**config.mk**
```make
export PLATFORM = sky130hd
export DESIGN_NAME = memory_2p_init
export DESIGN_NICKNAME = d
export VERILOG_FILES = /design/src/rtl/memory_pkg.sv /design/src/rtl/memory_clear_fsm.sv /design/src/rtl/memory_2p_init.sv
export SDC_FILE = /design/constraint.sdc
export NUM_CORES = 1
export LEC_CHECK = 0
export ABC_AREA = 1
export ABC_CLOCK_PERIOD_IN_PS = 3450
export BUFFER_PORTS_ARGS = -buffer_cell sky130_fd_sc_hd__clkbuf_2
export CAP_MARGIN = 0
export CORE_MARGIN = 5
export CORE_UTILIZATION = 65
export DETAILED_ROUTE_END_ITERATION = 7
export GPL_ROUTABILITY_DRIVEN = 0
export PLACE_DENSITY = 0.83
export SKIP_LAST_GASP = 1
export SLEW_MARGIN = 30
export SYNTH_ARGS = -nofsm -noshare
export SYNTH_HDL_FRONTEND = slang
export SYNTH_HIERARCHICAL = 1
export SYNTH_SLANG_ARGS = --single-unit
export TNS_END_PERCENT = 10
```
**constraint.sdc**
```tcl
create_clock -name clk -period 3.45 [get_ports clk]
set_input_delay 0.69 -clock clk [delete_from_list [all_inputs] [get_ports clk]]
set_output_delay 0.69 -clock clk [all_outputs]
set_load 0.1 [all_outputs]
```
**src/rtl/memory_pkg.sv**
```systemverilog
// Shared types and helpers for the two-port self-clearing memory.
package memory_pkg;

  typedef enum logic {CLEAR, READY} mem_state_t;

  localparam int RDW_WRITE_FIRST = 0;
  localparam int RDW_READ_FIRST  = 1;

  // Even parity bit: makes the total number of ones (data + bit) even.
  function automatic logic even_parity(input logic [63:0] data);
    return ^data;
  endfunction

endpackage

```
**src/rtl/memory_clear_fsm.sv**
```systemverilog
// Post-reset sweep controller: walks clr_addr over every word once, then
// parks in READY until the next reset.
module memory_clear_fsm
  import memory_pkg::*;
#(
  parameter int DEPTH  = 32,
  parameter int ADDR_W = $clog2(DEPTH)
) (
  input  logic              clk,
  input  logic              reset,
  output logic              busy,
  output logic              clr_we,
  output logic [ADDR_W-1:0] clr_addr
);

  localparam logic [ADDR_W-1:0] LAST_ADDR = ADDR_W'(DEPTH - 1);

  mem_state_t        state_reg, state_next;
  logic [ADDR_W-1:0] clr_addr_reg, clr_addr_next;

  always_ff @(posedge clk) begin
    if (reset) begin
      state_reg    <= CLEAR;
      clr_addr_reg <= '0;
    end else begin
      state_reg    <= state_next;
      clr_addr_reg <= clr_addr_next;
    end
  end

  always_comb begin
    state_next    = state_reg;
    clr_addr_next = clr_addr_reg;
    busy          = 1'b0;
    clr_we        = 1'b0;
    case (state_reg)
      CLEAR: begin
        busy   = 1'b1;
        clr_we = 1'b1;
        if (clr_addr_reg == LAST_ADDR) begin
          state_next    = READY;
          clr_addr_next = '0;
        end else begin
          clr_addr_next = clr_addr_reg + 1'b1;
        end
      end
      default: ;
    endcase
  end

  assign clr_addr = clr_addr_reg;

endmodule

```
**src/rtl/memory_2p_init.sv**
```systemverilog
// Two-port DFF memory with registered read and a post-reset clear sweep.
// Define MEMORY_2P_PARITY_EN to add a per-word parity bit with fault injection.
module memory_2p_init
  import memory_pkg::*;
#(
  parameter int               WIDTH      = 4,
  parameter int               DEPTH      = 32,
  parameter int               ADDR_W     = $clog2(DEPTH),
  parameter logic [WIDTH-1:0] INIT_VALUE = '0,
  parameter int               RDW_MODE   = RDW_WRITE_FIRST
) (
  input  logic              clk,
  input  logic              reset,
  input  logic              wr_en,
  input  logic [ADDR_W-1:0] wr_addr,
  input  logic [WIDTH-1:0]  wr_data,
`ifdef MEMORY_2P_PARITY_EN
  input  logic              wr_par_flip,
  output logic              rd_parity_err,
`endif
  input  logic              rd_en,
  input  logic [ADDR_W-1:0] rd_addr,
  output logic [WIDTH-1:0]  rd_data,
  output logic              rd_valid,
  output logic              busy
);

`ifdef MEMORY_2P_PARITY_EN
  localparam int SW = WIDTH + 1;
`else
  localparam int SW = WIDTH;
`endif
  localparam logic [ADDR_W:0] DEPTH_EXT = (ADDR_W + 1)'(DEPTH);

  logic              clr_we;
  logic [ADDR_W-1:0] clr_addr;

  memory_clear_fsm #(
    .DEPTH  (DEPTH),
    .ADDR_W (ADDR_W)
  ) u_clear_fsm (
    .clk      (clk),
    .reset    (reset),
    .busy     (busy),
    .clr_we   (clr_we),
    .clr_addr (clr_addr)
  );

  logic [SW-1:0]     mem_reg [DEPTH];
  logic              wr_in_range, rd_in_range, user_we, mem_we, collision;
  logic [ADDR_W-1:0] mem_waddr;
  logic [SW-1:0]     clr_word, user_word, mem_wword, rd_word;

  assign wr_in_range = {1'b0, wr_addr} < DEPTH_EXT;
  assign rd_in_range = {1'b0, rd_addr} < DEPTH_EXT;
  assign user_we     = !busy && wr_en && wr_in_range;
  // Nothing touches the array in a reset cycle, sweep or user write alike.
  assign mem_we      = !reset && (clr_we || user_we);
  assign mem_waddr   = clr_we ? clr_addr : wr_addr;

`ifdef MEMORY_2P_PARITY_EN
  assign clr_word  = {even_parity(64'(INIT_VALUE)), INIT_VALUE};
  assign user_word = {even_parity(64'(wr_data)) ^ wr_par_flip, wr_data};
`else
  assign clr_word  = INIT_VALUE;
  assign user_word = wr_data;
`endif
  assign mem_wword = clr_we ? clr_word : user_word;

  for (genvar gi = 0; gi < DEPTH; gi++) begin : g_word
    always_ff @(posedge clk) begin
      if (mem_we && mem_waddr == ADDR_W'(gi)) begin
        mem_reg[gi] <= mem_wword;
      end
    end
  end

  assign collision = user_we && rd_en && (wr_addr == rd_addr);

  always_comb begin
    rd_word = '0;
    if (rd_in_range) begin
      if (RDW_MODE == RDW_WRITE_FIRST && collision) begin
        rd_word = user_word;
      end else begin
        rd_word = mem_reg[rd_addr];
      end
    end
  end

  logic [WIDTH-1:0] rd_data_reg;
  logic             rd_valid_reg;

  always_ff @(posedge clk) begin
    if (reset) begin
      rd_data_reg  <= '0;
      rd_valid_reg <= 1'b0;
    end else if (!busy && rd_en) begin
      rd_data_reg  <= rd_word[WIDTH-1:0];
      rd_valid_reg <= 1'b1;
    end else begin
      rd_valid_reg <= 1'b0;
    end
  end

`ifdef MEMORY_2P_PARITY_EN
  logic rd_parity_err_reg;

  // Out-of-range reads yield an all-zero word, which is checked as clean.
  always_ff @(posedge clk) begin
    if (reset) begin
      rd_parity_err_reg <= 1'b0;
    end else if (!busy && rd_en) begin
      rd_parity_err_reg <= rd_in_range &&
                           (even_parity(64'(rd_word[WIDTH-1:0])) != rd_word[WIDTH]);
    end else begin
      rd_parity_err_reg <= 1'b0;
    end
  end

  assign rd_parity_err = rd_parity_err_reg;
`endif

  assign rd_data  = rd_data_reg;
  assign rd_valid = rd_valid_reg;

endmodule

```
==> summary.md <==
| Metric | Value |
|---|---|
| Status | `completed` |
| WS Path Type | `reg -> out` |
| Final setup fails | `0` |
| Sequential share of the synthesized area | `65.7%` |
| Reg clk slew, reported paths | `60 ps` |
| PwrDens | `562 nW/um2` |
| Hold slack final | `448 ps` |
| Switch Pwr | `0.820 mW` |
| Logic pwr share | `5.5%` |
| Io pins | `24` |
| Final Skew | `7.90 ps` |
| DIE AREA | `11600 um2` |
| DP HPWL | `8660 um` |
| DRC viols | `0` |
| Antenna violations before repair | `0` |
| Register bit count reported by yosys | `139` |
| CP Data Arrival Time | `1720 ps` |
| Setup Fix Bufs, Post-CTS | `0` |
| Slew @ Worst Pin | `802 ps` |
| Post-route setup slack | `1040 ps` |
| Final global-route overflow total | `0` |
| Worst EP required | `2760 ps` |
| Max Slew Vio Count | `0` |
| Sw frac | `21.0%` |
| Peak supply drop | `0.399 mV` |
| Global Route Usage Sum | `25.9%` |
| Vias | `4524` |
| Hold Violations, Final | `0` |
| Commonest non-fill, non-tap cells in the layout | `nand2_1 (182), edfxtp_1 (128), nand3_1 (105), nor2_1 (58), inv_1 (36)` |
| Via/cell ratio | `5.90` |
| Crit-path leading delay family | `buffers and inverters` |
| CTS Sinks | `139` |
| Final Cycle Share | `69.9%` |
| RSZ-0062 raised after global routing | `no` |
| IO buf count | `23` |
| Critical Path Source Type | `flop` |
| Worst Hold Depth | `2` |
| Core area | `9240 um2` |
| Levels on crit path | `2` |
| Htree depth | `4` |
| Max reg flops | `128` |
| Slowest-stage cell, CP | `clkbuf_2` |
| Crit path buf inv count | `2` |
| Dpl cells | `735` |
| Largest net degree at the start of global routing | `66` |
| Netlist cell types | `28` |
| Static leakage | `2.78 nW` |
| Finished Cell Area | `6960 um2` |
| Worst Hold Class | `in -> reg` |
| Leading cell type in the layout, fill and taps excluded | `nand2_1` |
| DP Area | `6350 um2` |
| Area delta synth->final | `12.5%` |
| Post-cts resize count | `0` |
| Int Pwr | `3.09 mW` |
| Worst skew pair latency | `520 ps` |
| Reg2Reg Depth | `6` |
| Fin nets | `645` |
| Dpl ws | `1200 ps` |
| Cell Count, Final, Fillers Out | `767` |
| First drt pass iteration count | `7` |
| Fmax | `0.415 GHz` |
| Global-route wire length before repair | `22500 um` |
| Share of total power in sequential cells | `46.9%` |
| Die height | `108 um` |
| Fill count | `595` |
| Endpoint class of the critical path | `primary output` |
| Syn avg cell area | `10.2 um2` |
| Critical path, cell by cell | `inv_2 -> clkbuf_2` |
| Slew margin rel. | `46.5%` |
| Max Cap Viol | `0` |
| Number of global-route vias before repair | `4532` |
| # rows | `35` |
| Final core occ | `75.3%` |
| Longest Clk Path Bufs | `2` |
| Die W | `108 um` |
| # diodes | `0` |
| Crit path max fanout | `18` |
| Antenna viol nets, final | `0` |
| DRT Wirelength | `14200 um` |
| Yosys warns | `6` |
| Initial Util | `66.9%` |
| DRT iter0 DRCs | `555` |
| Post-Syn Nets | `624` |
| Setup TNS | `0 ps` |
| Num CTS Buffers | `17` |
| CTS root buf | `clkbuf_8` |
| Power, Total | `3.91 mW` |
| Syn Inst Count | `604` |
| Crit-path max cell delay | `530 ps` |
| Hold Buf Count CTS | `0` |
| CTS tree | `yes` |
| Min cycle time layout | `2410 ps` |
| Post-Syn Area | `6180 um2` |
| Wire per inst | `18.5 um` |
| Clock share of power | `47.6%` |
| Fraction of layout cells with a size suffix above 1 | `13.0%` |
==> layout make-up <==
type,instances,area (um2),area share (%)
clock inverter,10,165,2.37
timing repair buffer,30,180,2.59
multi-input combinational,397,1790,25.7
clock buffer,22,443,6.37
sequential,139,4060,58.4
inverter,40,153,2.19
tap,129,161,2.32
==> synth_stat cells <==
cell type / instances / area share (%)
nor2_2: 6 / 0.61
nand4_2: 1 / 0.20
dfxtp_1: 11 / 3.6
nor2b_1: 1 / 0.10
o21ai_0: 10 / 0.81
nand2_2: 1 / 0.10
o21ai_2: 4 / 0.57
a21oi_1: 3 / 0.24
buf_2: 16 / 1.3
edfxtp_1: 128 / 62
or2_0: 3 / 0.30
xor2_1: 4 / 0.57
xnor2_1: 2 / 0.28
nand2_1: 182 / 11
buf_4: 5 / 0.61
nand3_1: 105 / 8.5
or2_1: 2 / 0.20
and3_1: 1 / 0.10
inv_2: 3 / 0.18
nor3_1: 2 / 0.16
a21oi_2: 5 / 0.71
buf_1: 1 / 0.061
buf_6: 6 / 1.1
nand4_1: 1 / 0.10
nor2_1: 62 / 3.8
inv_4: 1 / 0.10
inv_1: 36 / 2.2
ha_1: 2 / 0.40
==> cell families (layout without fill, tap and decap cells) <==
family	after synthesis	count (layout)	synth area share (%)
compound gates	22	22	2.33
simple gates	367	367	25.2
buf+inv	68	102	5.52
xor+xnor	6	6	0.850
flops	139	139	65.7
fa+ha+maj	2	2	0.405
==> layer usage <==
layer  global-route usage, %  routed length, um  vias to the layer above
li1                        -                  -                     2071
met4                    10.8                471                        0
met2                    42.9               7080                      280
met3                    5.70               1300                       53
met5                       0                  0                        -
met1                    33.1               5330                     2120
==> power groups by stage <==
stage	combinational, mW	clock (mW)	sequential (mW)
after detailed placement	0.207	0	1.87
after floorplan	0.156	0	1.87
after CTS	0.212	1.87	1.83
final	0.216	1.86	1.83
after global placement	0.200	0	1.87
after global routing	0.236	1.95	1.83
==> path summary, 6_finish.rpt <==
| check | startpoint | to | slack (ps) |
|---|---|---|---|
| worst max-delay path | u_clear_fsm/state_reg | busy | 1040 |
| worst min register to register | u_clear_fsm/clr_addr[4] | u_clear_fsm/clr_addr[4] | 520 |
| worst max register to register | u_clear_fsm/state_reg | mem_reg[7][2] | 1150 |
| worst min-delay path | reset | rd_valid | 450 |
Note: power is estimated with default switching activity, not from simulation.
